==> src/rtl/dma_isr_req_split.sv <==
// -----------------------------------------------------------------------------
// dma_isr_req_split
//
// Purpose:
//   Takes ISR DMA requests from the upstream register-slice chain and feeds
//   the host DMA engine with chunks. Each chunk is at most MAX_XFER bytes and
//   never crosses a BOUNDARY-aligned host address. Host and card addresses
//   advance together. The request's isr flag is copied to every chunk. The
//   request's last flag is copied only to the final chunk.
//
// Ports:
//   aclk, areset        clock, asynchronous active-high reset
//   s_req_*             upstream request (valid/ready), one request at a time
//   m_req_*             downstream chunk (valid/ready), registered outputs
//   stat_reqs           accepted requests   (only with DMA_ISR_SPLIT_STATS_EN)
//   stat_chunks         m_req handshakes    (only with DMA_ISR_SPLIT_STATS_EN)
//
// Handshake rule (both interfaces):
//   A transfer happens on a rising aclk edge where valid & ready are both 1.
//   A valid that is raised stays raised, with its payload stable, until the
//   transfer happens. ready may depend combinationally on the consumer's state.
//
// Configuration macro:
//   DMA_ISR_SPLIT_STATS_EN - adds the stat_reqs / stat_chunks counter outputs.
//   The datapath behaves the same whether or not the macro is defined.
// -----------------------------------------------------------------------------
module dma_isr_req_split #(
   parameter int ADDR_BITS = 64,
   parameter int LEN_BITS  = 28,
   parameter int MAX_XFER  = 4096,
   parameter int BOUNDARY  = 4096
) (
   input  logic                 aclk,
   input  logic                 areset,

   input  logic                 s_req_valid,
   output logic                 s_req_ready,
   input  logic [ADDR_BITS-1:0] s_req_paddr_host,
   input  logic [ADDR_BITS-1:0] s_req_paddr_card,
   input  logic [LEN_BITS-1:0]  s_req_len,
   input  logic                 s_req_last,
   input  logic                 s_req_isr,

   output logic                 m_req_valid,
   input  logic                 m_req_ready,
   output logic [ADDR_BITS-1:0] m_req_paddr_host,
   output logic [ADDR_BITS-1:0] m_req_paddr_card,
   output logic [LEN_BITS-1:0]  m_req_len,
   output logic                 m_req_last,
   output logic                 m_req_isr
`ifdef DMA_ISR_SPLIT_STATS_EN
   ,
   output logic [31:0]          stat_reqs,
   output logic [31:0]          stat_chunks
`endif
);

   // Low host address bits that give the offset inside a BOUNDARY window.
   localparam int BND_BITS = $clog2(BOUNDARY);
   localparam logic [LEN_BITS-1:0] MAX_XFER_L = LEN_BITS'(MAX_XFER);
   localparam logic [LEN_BITS-1:0] BOUNDARY_L = LEN_BITS'(BOUNDARY);

   typedef enum logic [0:0] {
      ST_IDLE  = 1'b0,
      ST_SPLIT = 1'b1
   } state_e;

   state_e               state_q;
   logic [ADDR_BITS-1:0] host_q;
   logic [ADDR_BITS-1:0] card_q;
   logic [LEN_BITS-1:0]  rem_q;
   logic                 last_q;
   logic                 isr_q;

   logic                 slot_free;
   logic                 s_accept;
   logic                 m_fire;
   logic [LEN_BITS-1:0]  room;
   logic [LEN_BITS-1:0]  chunk;
   logic [LEN_BITS-1:0]  rem_d;
   logic [ADDR_BITS-1:0] host_d;
   logic [ADDR_BITS-1:0] card_d;

   // The output register can take a new chunk when it is empty or when its
   // current chunk is consumed on this edge.
   assign slot_free = !m_req_valid || m_req_ready;
   assign m_fire    = m_req_valid && m_req_ready;

   // A new request is accepted only in IDLE. IDLE is reached only after the
   // final chunk of the previous request has been loaded. The areset term keeps
   // ready at 0 while reset is held, as the other outputs are.
   assign s_req_ready = (state_q == ST_IDLE) && slot_free && !areset;
   assign s_accept    = s_req_valid && s_req_ready;

   // Chunk size: min(rem, MAX_XFER, bytes left before the next host boundary).
   // room is always in 1..BOUNDARY. A zero-length request therefore yields one
   // zero-length chunk, and that chunk ends the request.
   always_comb begin
      room   = BOUNDARY_L - LEN_BITS'(host_q[BND_BITS-1:0]);
      chunk  = rem_q;
      if (chunk > MAX_XFER_L) begin
         chunk = MAX_XFER_L;
      end
      if (chunk > room) begin
         chunk = room;
      end
      rem_d  = rem_q - chunk;
      // Address adds wrap modulo 2^ADDR_BITS.
      host_d = host_q + ADDR_BITS'(chunk);
      card_d = card_q + ADDR_BITS'(chunk);
   end

   // Control FSM and registered datapath.
   always_ff @(posedge aclk or posedge areset) begin
      if (areset) begin
         state_q          <= ST_IDLE;
         host_q           <= '0;
         card_q           <= '0;
         rem_q            <= '0;
         last_q           <= 1'b0;
         isr_q            <= 1'b0;
         m_req_valid      <= 1'b0;
         m_req_paddr_host <= '0;
         m_req_paddr_card <= '0;
         m_req_len        <= '0;
         m_req_last       <= 1'b0;
         m_req_isr        <= 1'b0;
      end else begin
         // A consumed chunk empties the slot unless a new chunk is loaded below.
         if (m_fire) begin
            m_req_valid <= 1'b0;
         end

         case (state_q)
            ST_IDLE: begin
               if (s_accept) begin
                  host_q  <= s_req_paddr_host;
                  card_q  <= s_req_paddr_card;
                  rem_q   <= s_req_len;
                  last_q  <= s_req_last;
                  isr_q   <= s_req_isr;
                  state_q <= ST_SPLIT;
               end
            end

            ST_SPLIT: begin
               if (slot_free) begin
                  m_req_valid      <= 1'b1;
                  m_req_paddr_host <= host_q;
                  m_req_paddr_card <= card_q;
                  m_req_len        <= chunk;
                  m_req_isr        <= isr_q;
                  m_req_last       <= (rem_d == '0) ? last_q : 1'b0;
                  host_q           <= host_d;
                  card_q           <= card_d;
                  rem_q            <= rem_d;
                  if (rem_d == '0) begin
                     state_q <= ST_IDLE;
                  end
               end
            end

            default: begin
               state_q <= ST_IDLE;
            end
         endcase
      end
   end

`ifdef DMA_ISR_SPLIT_STATS_EN
   // Free-running event counters that wrap at 2^32.
   always_ff @(posedge aclk or posedge areset) begin
      if (areset) begin
         stat_reqs   <= 32'd0;
         stat_chunks <= 32'd0;
      end else begin
         if (s_accept) begin
            stat_reqs <= stat_reqs + 32'd1;
         end
         if (m_fire) begin
            stat_chunks <= stat_chunks + 32'd1;
         end
      end
   end
`endif

endmodule
==> config.mk <==
export PLATFORM = sky130hd
export DESIGN_NAME = dma_isr_req_split
export DESIGN_NICKNAME = d
export VERILOG_FILES = /design/src/rtl/dma_isr_req_split.sv
export SDC_FILE = /design/constraint.sdc
export NUM_CORES = 1
export LEC_CHECK = 0
export BUFFER_PORTS_ARGS = -buffer_cell sky130_fd_sc_hd__buf_2
export CAP_MARGIN = 15
export CORE_AREA = 10 10 292 224
export CTS_BUF_LIST = sky130_fd_sc_hd__clkbuf_8
export CTS_CLUSTER_SIZE = 24
export DETAILED_ROUTE_END_ITERATION = 16
export DIE_AREA = 0 0 302 234
export PLACE_DENSITY = 0.57
export SLEW_MARGIN = 25
export SYNTH_ARGS = -nofsm -noshare
export SYNTH_HDL_FRONTEND = slang
export SYNTH_SLANG_ARGS = --single-unit
==> constraint.sdc <==
create_clock -name aclk -period 10.5 [get_ports aclk]
set_input_delay 0.525 -clock aclk [delete_from_list [all_inputs] [get_ports aclk]]
set_output_delay 0.525 -clock aclk [all_outputs]
set_load 0.1 [all_outputs]
==> flow_summary.yaml <==
status:
  status: "finished with violations"
  violations: "negative hold slack"
grt:
  antenna_found_initial: 6
  grt_first_pass_wirelength_microns: 109000
  grt_pass1_vias: 18600
  grt.overflow.total: 0
  grt_max_degree: 129
  grt_usage: 0.193
sta:
  timing.hold.ws_ps: -0.149
  setup_viol: 0
  postLayoutSetupSlackWorst_ps: 2840
  tightestPinTransition_ps: 951
  fin_worst_skew_ps: 35.3
  maxSlewHeadroom: 0.359
  min_period_ps: 7660
  finalMaxSlewViolations: 0
  max_freq_ghz: 0.131
  hold_viol: 1
  finalSetupTns_ps: 0
  rsz0062_at_grt: "no"
  timing.final.crit_share: 0.729
route:
  drc: 0
  drtIter0Drc: 1546
  first_pass_iters: 6
  viasPerCell: 5.30
  postRouteAntennaNets: 0
  drt-total-wl_microns: 70400
  vias: 18600
  wire_per_inst_microns: 20.1
clock_tree:
  cts_tree: "built"
  clock_sink_count: 318
  ctsLongestPathBuffers: 3
  cts_hold_buffers: 0
  cts_resized: 0
  post_cts_buffers: 0
  cts_made_buffers: 58
  cts-root-buf: "clkbuf_8"
  path_clk_slew_ps: 60
  clk_latency_ps: 670
  htree_levels: 2
placed_design:
  dp_hpwl_microns: 51900
  place_congestion: 0.930
  pre_cts_slack_ps: 2950
  dp.cells: 3403
  port_buffers: 321
synthesis:
  synth_edf_count: 0
  synthCells: 2346
  async_flop_share: 1.00
  synth_top_area_frac: 0.408
  synthesis.area_sq_um: 19500
  synth_ff_type: "dfrtp_1"
  netlist-cell-type-count: 94
  yosys.area.top_type: "dfrtp_1"
  synthTopCellsByArea: "dfrtp_1 41%, nand2_1 11%, ha_1 6.2%"
  ys_seq_area_frac: 0.408
  yosysWarnings: 0
  avgSynthCellArea_sq_um: 8.31
  postSynthRegisterBits: 318
worst_setup_path:
  cp_max_fo: 12
  crit_type: "register to register"
  end_kind: "register"
  reg2reg_depth: 23
  worst_setup_path_start_kind: "register"
  cpMostUsedCell: "a21oi_1"
  cp.arrival_ps: 8210
  path_cells: "nor4_1 > nand4_1 > a21oi_1 > and2_1 > ha_1 > a21o_1 > a21o_1 > a21oi_1 > o211ai_1 > a21oi_1 > a21oi_1 > buf_4 > o21ai_0 > inv_1 > ha_1 > o41ai_1 > a41oi_1 > and3_1 > or2_1 > nand2_2 > nor2_1 > and3_1 > nor4_1"
  slowest_delay_ps: 770
  cp.required_ps: 11050
  crit_slowest_cell: "o21ai_0"
final_layout:
  drive_gt1_frac: 0.175
  most-common-layout-cells: "566 x nand2_1, 321 x buf_2, 317 x dfrtp_1"
  fin_nets: 2926
  layout_commonest_cell: "nand2_1"
  finalNonFillerCells: 3509
  area_growth_pct: 18.6
floorplanning:
  die_w_microns: 302
  io_pins: 322
  rows: 78
  core_area_sq_um: 59700
  fp.dieH_microns: 234
  initial_core_util: 0.326
  die_area_sq_um: 70700
hold_path:
  hold_path_class: "input pin to async pin"
run:
  drv_cap: 0
==> area by class of cell <==
cell class	instances	area [sq um]
antenna	1	2.50
sequential	318	7960
multi-input combinational	1883	11000
inverter	65	258
timing repair buffer	338	1760
tap	800	1000
clock inverter	35	213
clock buffer	69	950
fill	6199	36600
==> flip-flops by register name, summed over array words and instances (netlist names) <==
name / count
card_q: 64
host_q: 64
m_req_paddr_card: 64
m_req_paddr_host: 64
m_req_len: 28
rem_q: 28
isr_q: 1
last_q: 1
m_req_isr: 1
m_req_last: 1
m_req_valid: 1
state_q: 1
==> through the flow <==
step | util | area, sq um
after global routing | 0.387 | 23100
after global placement | 0.367 | 21900
after CTS | 0.386 | 23100
after floorplan | - | 19600
final | 0.387 | 23100
after detailed placement | 0.367 | 21900
==> Yosys cell counts, drive strengths merged, types with 7 or more instances <==
| master | instances |
|---|---|
| and4 | 7 |
| nand3 | 51 |
| or3 | 15 |
| a31oi | 28 |
| buf | 27 |
| xnor2 | 42 |
| o21ai | 172 |
| inv | 63 |
| nor2b | 11 |
| o31ai | 9 |
| a311oi | 10 |
| a31o | 7 |
| a21oi | 207 |
| xor2 | 35 |
| nor2 | 130 |
| ha | 97 |
| nand4 | 19 |
| o21bai | 13 |
| clkbuf | 94 |
| o21a | 22 |
| nor4 | 18 |
| and3 | 34 |
| a211oi | 24 |
| nand2 | 571 |
| nor3 | 39 |
| dfrtp | 318 |
| mux2i | 53 |
| and2 | 36 |
| o22ai | 33 |
| o22a | 8 |
| a21o | 45 |
| or2 | 8 |
| o211ai | 8 |
==> cell families after synthesis <==
kind of cell / synth area share
AOI/OAI and AO/OA: 0.204
xor gates and xnor gates: 0.0346
adders and majority gates: 0.0654
buffers and inverters: 0.0385
DFF: 0.408
muxes: 0.0278
other: 0.000385
and+or+nand+nor: 0.220
==> path summary, 6_finish.rpt <==
kind / startpoint / endpoint / slack, ps
min in group aclk: s_req_paddr_host[30] / host_q[30]$_DFFE_PP0P_ / 80
worst max register to register: rem_q[20]$_DFFE_PP0P_ / host_q[51]$_DFFE_PP0P_ / 2840
worst min register to register: m_req_paddr_host[20]$_DFFE_PP0P_ / m_req_paddr_host[20]$_DFFE_PP0P_ / 470
max in group asynchronous: areset / m_req_len[23]$_DFFE_PP0P_ / 9120
worst min-delay path: areset / m_req_paddr_host[61]$_DFFE_PP0P_ / -0.1
worst max-delay path: rem_q[20]$_DFFE_PP0P_ / host_q[51]$_DFFE_PP0P_ / 2840
==> critical path: cells and delay by family, from the launching register on <==
| kind | cells | cell delay, ps |
|---|---|---|
| compound gates | 10 | 3430 |
| fa+ha+maj | 2 | 610 |
| buf+inv | 2 | 480 |
| flops | 1 | 400 |
| simple gates | 9 | 2600 |
==> layer usage <==
metal	GRT usage	wire length, microns	up-vias
met5	0	57	-
met4	0.0485	1510	10
met3	0.0476	5250	95
met2	0.290	29900	593
met1	0.275	33600	9018
li1	-	-	8871
Power is not shown: default switching activity piles up to over one toggle a cycle in this logic, so the estimate is an artifact.
